[config.mk]
export PLATFORM = sky130hd
export DESIGN_NAME = control_sequencer
export DESIGN_NICKNAME = d
export VERILOG_FILES = /design/src/rtl/control_sequencer.sv
export SDC_FILE = /design/constraint.sdc
export NUM_CORES = 1
export LEC_CHECK = 0
export BUFFER_PORTS_ARGS = -buffer_cell sky130_fd_sc_hd__clkbuf_2
export CAP_MARGIN = 20
export CORE_UTILIZATION = 35
export DETAILED_ROUTE_END_ITERATION = 16
export GPL_TIMING_DRIVEN = 0
export PLACE_DENSITY = 0.7
export RECOVER_POWER = 100
export SYNTH_ARGS = -nofsm -noshare
export SYNTH_HDL_FRONTEND = slang
export SYNTH_SLANG_ARGS = --single-unit
[constraint.sdc]
create_clock -name clk -period 2.5 [get_ports clk]
set_input_delay 0.25 -clock clk [delete_from_list [all_inputs] [get_ports clk]]
set_output_delay 0.25 -clock clk [all_outputs]
set_load 0.05 [all_outputs]
[src/rtl/control_sequencer.sv]
// Multi-cycle control sequencer for the 32-bit bus datapath: fetches a word through MAR/MDR into IR,
// then walks the per-opcode micro-steps driving bus select, load enables, ALU_Sel, read and incPC.
module control_sequencer #(
   parameter int unsigned ACK_TIMEOUT = 16
) (
   input  logic        clk,
   input  logic        clr,
   input  logic        start,
   input  logic [31:0] IR_data_out,
   input  logic        mem_ack,
   output logic [31:0] i,
   output logic [31:0] reg_enable,
   output logic [5:0]  ALU_Sel,
   output logic        read,
   output logic        incPC,
   output logic        mem_req,
   output logic        mem_we,
   output logic        busy,
   output logic        halted,
   output logic        illegal_op,
   output logic        mem_err
);

   localparam int unsigned CNT_W = (ACK_TIMEOUT > 1) ? $clog2(ACK_TIMEOUT) : 1;
   localparam logic [CNT_W-1:0] CNT_LAST = CNT_W'(ACK_TIMEOUT - 1);

   // Bus-source / load-enable bit positions above the general registers
   localparam logic [4:0] B_HI  = 5'd16;
   localparam logic [4:0] B_LO  = 5'd17;
   localparam logic [4:0] B_ZHI = 5'd18;
   localparam logic [4:0] B_ZLO = 5'd19;
   localparam logic [4:0] B_PC  = 5'd20;
   localparam logic [4:0] B_IR  = 5'd21;
   localparam logic [4:0] B_MDR = 5'd22;
   localparam logic [4:0] B_MAR = 5'd23;
   localparam logic [4:0] B_Y   = 5'd24;

   localparam logic [4:0] OP_ALU_LAST = 5'b01110;
   localparam logic [4:0] OP_MUL      = 5'b01111;
   localparam logic [4:0] OP_DIV      = 5'b10000;
   localparam logic [4:0] OP_LD       = 5'b10001;
   localparam logic [4:0] OP_ST       = 5'b10010;
   localparam logic [4:0] OP_MFHI     = 5'b10011;
   localparam logic [4:0] OP_MFLO     = 5'b10100;
   localparam logic [4:0] OP_NOP      = 5'b11000;
   localparam logic [4:0] OP_HALT     = 5'b11011;

   typedef enum logic [3:0] {
      S_IDLE, S_T0, S_T1, S_T2, S_T3, S_T4, S_T5, S_T6, S_HALT
   } state_t;

   state_t           state;
   logic [CNT_W-1:0] wait_cnt;

   logic [4:0] op;
   logic [3:0] ra;
   logic [3:0] rb;
   logic [3:0] rc;
   logic       unused_ir_bits;

   assign op = IR_data_out[31:27];
   assign ra = IR_data_out[26:23];
   assign rb = IR_data_out[22:19];
   assign rc = IR_data_out[18:15];
   assign unused_ir_bits = ^IR_data_out[14:0];

   logic is_alu, is_muldiv, is_ld, is_st, is_mfhi, is_mflo, is_nop, is_halt;

   assign is_alu    = (op <= OP_ALU_LAST);
   assign is_muldiv = (op == OP_MUL) || (op == OP_DIV);
   assign is_ld     = (op == OP_LD);
   assign is_st     = (op == OP_ST);
   assign is_mfhi   = (op == OP_MFHI);
   assign is_mflo   = (op == OP_MFLO);
   assign is_nop    = (op == OP_NOP);
   assign is_halt   = (op == OP_HALT);

   // Memory-wait steps: instruction fetch, ld data read, st data write
   logic in_wait;
   logic timeout;

   assign in_wait = (state == S_T1) ||
                    ((state == S_T4) && is_ld) ||
                    ((state == S_T5) && is_st);
   assign timeout = in_wait && !mem_ack && (ACK_TIMEOUT != 0) && (wait_cnt == CNT_LAST);

   always_ff @(posedge clk or posedge clr) begin
      if (clr) begin
         state    <= S_IDLE;
         wait_cnt <= '0;
         mem_err  <= 1'b0;
      end else begin
         if (!in_wait || mem_ack || timeout) begin
            wait_cnt <= '0;
         end else if (ACK_TIMEOUT != 0) begin
            wait_cnt <= wait_cnt + CNT_W'(1);
         end

         if (timeout) begin
            mem_err <= 1'b1;
            state   <= S_HALT;
         end else begin
            case (state)
               S_IDLE: if (start) state <= S_T0;
               S_T0:   state <= S_T1;
               S_T1:   if (mem_ack) state <= S_T2;
               S_T2:   state <= S_T3;
               S_T3: begin
                  if (is_halt) begin
                     state <= S_HALT;
                  end else if (is_alu || is_muldiv || is_ld || is_st) begin
                     state <= S_T4;
                  end else begin
                     state <= S_T0;
                  end
               end
               S_T4: begin
                  if (!is_ld || mem_ack) state <= S_T5;
               end
               S_T5: begin
                  if (is_muldiv) begin
                     state <= S_T6;
                  end else if (!is_st || mem_ack) begin
                     state <= S_T0;
                  end
               end
               S_T6:   state <= S_T0;
               S_HALT: state <= S_HALT;
               default: state <= S_IDLE;
            endcase
         end
      end
   end

   // Outputs decode from state and the live IR: IR loads on the edge that enters T3,
   // so T3 controls cannot be precomputed a cycle early. IDLE decodes to all zeros.
   always_comb begin
      i          = '0;
      reg_enable = '0;
      ALU_Sel    = '0;
      read       = 1'b0;
      incPC      = 1'b0;
      mem_req    = 1'b0;
      mem_we     = 1'b0;
      illegal_op = 1'b0;
      busy       = (state != S_IDLE) && (state != S_HALT);
      halted     = (state == S_HALT);

      case (state)
         S_T0: begin
            i[B_PC]           = 1'b1;
            reg_enable[B_MAR] = 1'b1;
            incPC             = 1'b1;
         end
         S_T1: begin
            mem_req           = 1'b1;
            read              = 1'b1;
            reg_enable[B_MDR] = mem_ack;
         end
         S_T2: begin
            i[B_MDR]         = 1'b1;
            reg_enable[B_IR] = 1'b1;
         end
         S_T3: begin
            if (is_alu || is_muldiv) begin
               i[rb]           = 1'b1;
               reg_enable[B_Y] = 1'b1;
            end else if (is_ld || is_st) begin
               i[rb]             = 1'b1;
               reg_enable[B_MAR] = 1'b1;
            end else if (is_mfhi) begin
               i[B_HI]        = 1'b1;
               reg_enable[ra] = 1'b1;
            end else if (is_mflo) begin
               i[B_LO]        = 1'b1;
               reg_enable[ra] = 1'b1;
            end else if (!is_nop && !is_halt) begin
               illegal_op = 1'b1;
            end
         end
         S_T4: begin
            if (is_ld) begin
               mem_req           = 1'b1;
               read              = 1'b1;
               reg_enable[B_MDR] = mem_ack;
            end else if (is_st) begin
               i[ra]             = 1'b1;
               reg_enable[B_MDR] = 1'b1;
            end else begin
               i[rc]             = 1'b1;
               reg_enable[B_ZHI] = 1'b1;
               reg_enable[B_ZLO] = 1'b1;
               ALU_Sel           = {1'b0, op};
            end
         end
         S_T5: begin
            if (is_ld) begin
               i[B_MDR]       = 1'b1;
               reg_enable[ra] = 1'b1;
            end else if (is_st) begin
               mem_req = 1'b1;
               mem_we  = 1'b1;
            end else if (is_muldiv) begin
               i[B_ZLO]         = 1'b1;
               reg_enable[B_LO] = 1'b1;
            end else begin
               i[B_ZLO]       = 1'b1;
               reg_enable[ra] = 1'b1;
            end
         end
         S_T6: begin
            i[B_ZHI]         = 1'b1;
            reg_enable[B_HI] = 1'b1;
         end
         default: ;
      endcase
   end

endmodule

==> reports/metrics.sh, run 1 <==
RUN_STATUS='finished, violations left'
VIOLATED_CHECKS='negative setup slack'
GRT_PASS1_VIAS=1924
FF_LATCH_AREA_UM2=225
GLOBAL_ROUTE_OVERFLOW=0
FINAL_MAX_SLEW_VIOL_COUNT=0
SYNTH_FLOP_CELL='dfrtp_1'
DETAILED_PLACE_HPWL_UM=4170
P_SW_FRAC=0.605
TIMING.HOLD.WORST.CLASS='reg2reg'
GRT_USE_MET1=0.314
WORST-ENDPOINT-REQUIRED_NS=2.25
SYNTH.YOSYS.SEQ_AREA_SHARE=0.139
ROUTABILITY_DRIVEN_PLACEMENT_CONGESTION_RATIO=0.896
POWER.COMBINATIONAL.FRACTION=0.776
CRITPATHLAUNCHTYPE='flip-flop'
FINAL_HOLD_VIOL_COUNT=0
PLACE.PORT_BUFFERS=75
LAYOUT.CELLS.MOST_COMMON='buf_4'
FINAL.SETUP_SKEW_NS=0.000210
PATH_MAX_FANOUT=6
MOSTFREQUENTLAYOUTCELLS='buf_4, clkbuf_1, clkbuf_2'
FINALWIRELENGTH_UM=5900
DRT_DRC_VIOLATIONS_LEFT=0
DRTITER0DRC=160
CORE_UM2=4410
TIMING.CRITICAL_PATH.CELLS='or4b_4 > a2111o_1 > or3_4 > o221ai_2 > buf_8'
IR_WORST_VDD_mV=0.276
MIN_PERIOD_OVER_PERIOD=1.01
NUM-FILL-CELLS=376
TIMING_WORST_SLEW_PIN_VALUE_NS=0.762
GLOBALROUTETOTALUTIL=0.222
DRT.ANTENNA.VIOLATING_NETS=0
GRTUSAGEMET3=0.0317
CP.ARRIVAL_NS=2.27
POST-LAYOUT-TOTAL-POWER_mW=1.65
TIMING.SETUP.CRITICAL_PATH_CLASS='reg2out'
FP.DIEW_UM=70.1
POST_SYNTH_INSTANCE_AREA_UM2=1620
FINAL_SETUP_VIOLATING_ENDPOINTS=1
PIN_COUNT_OF_THE_BIGGEST_NET_ENTERING_GLOBAL_ROUTING=12
RSZ0062_AT_GRT='true'
INITIAL_CORE_UTILIZATION=0.367
LAYOUT_SETUP_WS_NS=-0.0170
CLOCK_SHARE_OF_POWER=0.101
GRT_PASS1_WL_UM=9050
SYNTH_CELLS=230
CLOCKBUFFERDEPTH=2
TIMING.CRITICAL_PATH.SLOWEST_CELL_DELAY_NS=0.63
FLOORPLAN.ROWS=24
YS.WARNINGS.COUNT=0
DIE_AREA_UM2=4910
MAX_FREQ_GHz=0.397
SETUP.WORST_PATH.END_CLASS='output port'
VIAS=2153
DRIVE_ABOVE_1_SHARE=0.415
CTSHTREEMAXLEVEL=1
LEAKAGE_nW=1.21
SEQUENTIALPOWERSHARE=0.123
CLKSLEWWORSTSETUPHOLDPATHS_NS=0.04
SYNTH_CELL_TYPES=53
POST_LAYOUT_NONFILLER_INSTANCES=389
FINALNETCOUNT=375
POWER_REPORT.INTERNAL_TOTAL_mW=0.652
GLOBAL_ROUTE.PEAK_USAGE_LAYER='met2'
POST_SYNTH.CELL_AREA_AVG_UM2=7.05
AREA_GROWTH_SYN_TO_LAYOUT_PCT=69.0
CLKLATENCYLATEPIN_NS=0.23
FIN_CRIT_NS=2.52
ANTENNADIODECOUNT=0
CLOCK-ROOT-BUFFER='clkbuf_8'
VIASPERCELL=5.53
CAP_VIOL_MAX_COUNT=0
SYNTH-EDFF-COUNT=0
POSTSYNTHREGISTERBITS=9
REG_TO_REG_SETUP_TIMING_SLACK_NS=0.24
PLACEDCELLCOUNT=375
POWER.NET_SWITCHING_mW=0.997
POWERDENSITY_nW_PER_UM2=602
MULTIINPUTGATEAREA_UM2=1550
AVGROUTEDWIREPERCELL_UM=15.2
TRITONCTS.NUM_BUFFERS=3
GR-USAGE-MET2=0.357
CLK_SINK_COUNT=9
GRT_ANTENNA_BEFORE_REPAIR=0
DRTPASS1ITERATIONS=4
BOUNDARYPINS=114
DP_SLACK_NS=-0.140
DIE_HEIGHT_UM=70.1
TIMING.SLEW.HEADROOM=0.492
SYNTH-ASYNC-RESET-RATIO=1.00
CTS_TREE='built'
CRIT_SLOWEST_CELL='or4b_4'
-- worst max-delay path: cells and delay by family, from the launching register on --
kind	cells	cell delay, ns
AND/OR/NAND/NOR	2	0.98
AO/OA/AOI/OAI	2	0.48
flip-flops	1	0.40
buffers and inverters	1	0.18
-- kinds of logic after synthesis --
family | Yosys count | synth area share
buffers and inverters | 45 | 0.158
AND/OR/NAND/NOR | 122 | 0.435
adder cells (fa/ha/maj) | 1 | 0.00771
multiplexers | 3 | 0.0185
XOR/XNOR | 3 | 0.0162
other | 1 | 0.00231
flip-flops | 9 | 0.139
AO/OA/AOI/OAI | 46 | 0.223
-- per-stage QoR --
stage | utilization | area [µm²] | hold slack (ns) | setup TNS (ns)
after floorplan | - | 1890 | 0.0779 | -2.89
after global placement | 0.528 | 2330 | 0.200 | -0.578
after detailed placement | 0.528 | 2330 | 0.205 | -1.05
after CTS | 0.579 | 2550 | 0.384 | -0.104
after global routing | 0.621 | 2740 | 0.489 | -1.09
final | 0.621 | 2740 | 0.459 | -0.0170
-- synthesized netlist by cell type (all sizes together) (3+ instances only) --
| cell type | n | area [µm²] |
|---|---|---|
| buf | 28 | 193 |
| nand2 | 19 | 71.3 |
| nor3 | 18 | 95.1 |
| nand2b | 13 | 81.3 |
| nand3 | 11 | 55.1 |
| nor4 | 11 | 68.8 |
| o221ai | 11 | 96.3 |
| clkbuf | 10 | 37.5 |
| nor2 | 10 | 37.5 |
| dfrtp | 9 | 225 |
| inv | 7 | 26.3 |
| a21oi | 6 | 33.8 |
| and3 | 5 | 31.3 |
| nor3b | 5 | 48.8 |
| o22ai | 5 | 31.3 |
| and2 | 4 | 25.0 |
| nor2b | 4 | 25.0 |
| or2 | 4 | 25.0 |
| or4 | 4 | 30.0 |
| a31oi | 3 | 18.8 |
| mux2i | 3 | 30.0 |
| nand3b | 3 | 22.5 |
| or3 | 3 | 18.8 |
-- final timing paths --
path,from,to,cells after the start
setup reg to reg,state[1],state[0],5
hold reg to reg,mem_err,mem_err,1
hold / removal,mem_err,mem_err,1
min in group asynchronous,clr,wait_cnt[1],3
setup / recovery,state[1],i[4],5
max in group asynchronous,clr,wait_cnt[3],3
-- final cells by class --
cell class	count	area share
Timing Repair Buffer	87	0.218
Inverter	7	0.00959
Clock buffer	4	0.0164
Buffer	36	0.0849
Sequential cell	9	0.0822
Multi-Input combinational cell	194	0.565
Tap cell	52	0.0237
-- what timing repair did --
item,in CTS,in global routing
pin swaps,3,10
gates resized for setup,35,68
hold endpoints to repair,9,0
hold buffers,1,0
endpoints found under the setup margin,29,32
gates cloned,0,1
setup buffers,7,3
-- sequential cells by signal, summed over array words and instances (netlist names) --
signal and flops:
mem_err 1, wait_cnt 4, state 4
-- power groups by stage --
stage | Clock (mW) | Combinational (mW) | Sequential (mW)
2_1_floorplan | 0 | 0.937 | 0.199
3_3_place_gp | 0 | 1.14 | 0.205
3_5_place_dp | 0 | 1.16 | 0.208
4_1_cts | 0.168 | 1.22 | 0.200
5_1_grt | 0.179 | 1.37 | 0.209
6_report | 0.166 | 1.28 | 0.204
-- layer usage --
metal,wire [µm],up-vias
met5,0,-
met4,78,0
met3,432,10
met2,2870,103
met1,2510,991
li1,-,1049
Note: power is estimated with default switching activity, not from simulation.
==> inputs of run 2 (changes only) <==
- CELL_PAD_IN_SITES_DETAIL_PLACEMENT: unset -> 1
- CELL_PAD_IN_SITES_GLOBAL_PLACEMENT: unset -> 1
- CORE_UTILIZATION: 35 -> 27
- PLACE_DENSITY: 0.7 -> unset
- PLACE_DENSITY_LB_ADDON: unset -> 0.1
==> run 2 against run 1 <==
The flow now finishes without violations; die area increased by 29%; largest power group unchanged; non-clock buffer count grew 1; clock skew increased by 0.0041 ns; largest cell class unchanged; sequential power barely moved; global-route usage shrank 1.5 points; total power up 1.2%.
==> reports/metrics.sh, run 2 (synthesis gave the netlist of run 1 again) <==
GLOBALROUTETOTALUTIL=0.208
FINAL_SETUP_VIOLATING_ENDPOINTS=0
HOLDWS_NS=0.441
MAX_FREQ_GHz=0.402
TIMING_WORST_SLEW_PIN_VALUE_NS=0.767
DRIVE_ABOVE_1_SHARE=0.444
VIAS=2136
CTSHTREEMAXLEVEL=1
CLOCK-ROOT-BUFFER='clkbuf_8'
SETUP.WORST_PATH.END_CLASS='output port'
WORST-ENDPOINT-REQUIRED_NS=2.25
DRTPASS1ITERATIONS=4
IR_WORST_VDD_mV=0.445
REG_TO_REG_SETUP_TIMING_SLACK_NS=0.14
VIASPERCELL=5.21
MOSTFREQUENTLAYOUTCELLS='buf_4, clkbuf_2, clkbuf_1'
GRT_PASS1_VIAS=2024
DRT.ANTENNA.VIOLATING_NETS=0
AVGROUTEDWIREPERCELL_UM=16.3
FINAL.SETUP_SKEW_NS=0.00434
BOUNDARYPINS=114
CLKSLEWWORSTSETUPHOLDPATHS_NS=0.05
DIE_HEIGHT_UM=79.5
CLOCKBUFFERDEPTH=2
PLACE.PORT_BUFFERS=75
FIN_CRIT_NS=2.49
LEAKAGE_nW=1.22
DIE_AREA_UM2=6320
PIN_COUNT_OF_THE_BIGGEST_NET_ENTERING_GLOBAL_ROUTING=11
POST_LAYOUT_NONFILLER_INSTANCES=410
MIN_PERIOD_OVER_PERIOD=0.995
CRITPATHLAUNCHTYPE='flip-flop'
DRT_DRC_VIOLATIONS_LEFT=0
RSZ0062_AT_GRT='true'
FIN_TNS_SETUP_NS=0
FLOORPLAN.ROWS=27
LAYOUT.CELLS.MOST_COMMON='buf_4'
CAP_VIOL_MAX_COUNT=0
POST_DP_CELL_AREA_UM2=2360
ANTENNADIODECOUNT=0
CP.ARRIVAL_NS=2.24
POST-LAYOUT-TOTAL-POWER_mW=1.67
TIMING.SETUP.CRITICAL_PATH_CLASS='reg2out'
TRITONCTS.NUM_BUFFERS=3
CTS_TREE='built'
CLK_SINK_COUNT=9
FINALNETCOUNT=376
GLOBAL_ROUTE_OVERFLOW=0
PATH_MAX_FANOUT=6
FP.DIEW_UM=79.5
CLKLATENCYLATEPIN_NS=0.24
TOP_REGS='state: 4 flops, wait_cnt: 4 flops, mem_err: 1 flops'
INITIAL_CORE_UTILIZATION=0.287
CORE_UM2=5640
DETAILED_PLACE_HPWL_UM=5020
POWERDENSITY_nW_PER_UM2=594
GRT_PASS1_WL_UM=10500
ROUTABILITY_DRIVEN_PLACEMENT_CONGESTION_RATIO=0.802
SUMMED_AREA_OF_NON_FILLER_CELLS_IN_THE_FINAL_LAYOUT_UM2=2810
AREA_GROWTH_SYN_TO_LAYOUT_PCT=73.2
FINAL_HOLD_VIOL_COUNT=0
DRTITER0DRC=123
TIMING.SLEW.HEADROOM=0.489
GRT_ANTENNA_BEFORE_REPAIR=0
FINAL_MAX_SLEW_VIOL_COUNT=0
RUN_STATUS='complete, no violations'
TIMING.HOLD.WORST.CLASS='in2reg'
PLACEDCELLCOUNT=395
FINALWIRELENGTH_UM=6690
## run 2: changes by cell type in the layout (fill, tap and decap cells not counted), moves of 2 or more
cell	change
clkbuf_8	+5
clkbuf_2	+5
nor3_1	-2
nor3_4	-2
nor3_2	+4
clkbuf_1	-6
buf_6	-6
buf_8	+4
clkbuf_4	+3
buf_2	-4
## run 2: final cells by class
cell class	count	area [µm²]
Fill cell	718	2830
Multi-Input combinational cell	194	1550
Timing Repair Buffer	87	637
Buffer	37	234
Sequential cell	9	225
Tap cell	72	90.1
Clock buffer	3	41.3
Inverter	7	26.3
Clock inverter	1	5.00
## run 2: worst paths after layout
| kind | start | to | cells past startpoint |
|---|---|---|---|
| min in group asynchronous | clr | wait_cnt[2] | 3 |
| min | mem_ack | state[2] | 3 |
| max in group asynchronous | clr | mem_err | 3 |
| min reg2reg | mem_err | mem_err | 1 |
| max | state[3] | i[4] | 5 |
| max reg2reg | state[1] | state[1] | 5 |
## run 2: layer usage
metal  share of wire  wire [µm]  global-route usage  vias to the layer above
li1                -          -                   -                     1045
met1            0.47       3120               0.294                     1011
met2            0.46       3090               0.337                       74
met3           0.063        421              0.0240                        6
met4          0.0079         53              0.0382                        0
met5               0          0                   0                        -
## run 2: timing repair
item,4_1_cts,5_1_grt
gates cloned,1,0
endpoints found under the hold margin,9,0
gates resized for setup,61,41
hold buffers,1,0
pin swaps,3,6
buffers inserted,7,3
setup endpoints to repair,32,36
## run 2: power by group
group / internal [mW] / switching (mW) / leakage (nW)
logic: 0.365 / 0.929 / 1.07
registers: 0.175 / 0.0259 / 0.120
clock network: 0.109 / 0.0640 / 0.0255
total: 0.649 / 1.02 / 1.22
## run 2: stage by stage
stage          worst slack (ns)   util
2_1_floorplan            -0.611      -
3_3_place_gp             -0.175  0.418
3_5_place_dp             -0.169  0.418
4_1_cts                 -0.0651  0.481
5_1_grt                 -0.0520  0.498
6_report                 0.0123  0.498
## run 2: critical path: stages, from the launching register on
cell	delay (ns)
dfrtp_1	0.41
or4b_4	0.60
a2111o_1	0.37
or3_4	0.36
o221ai_2	0.08
buf_8	0.18
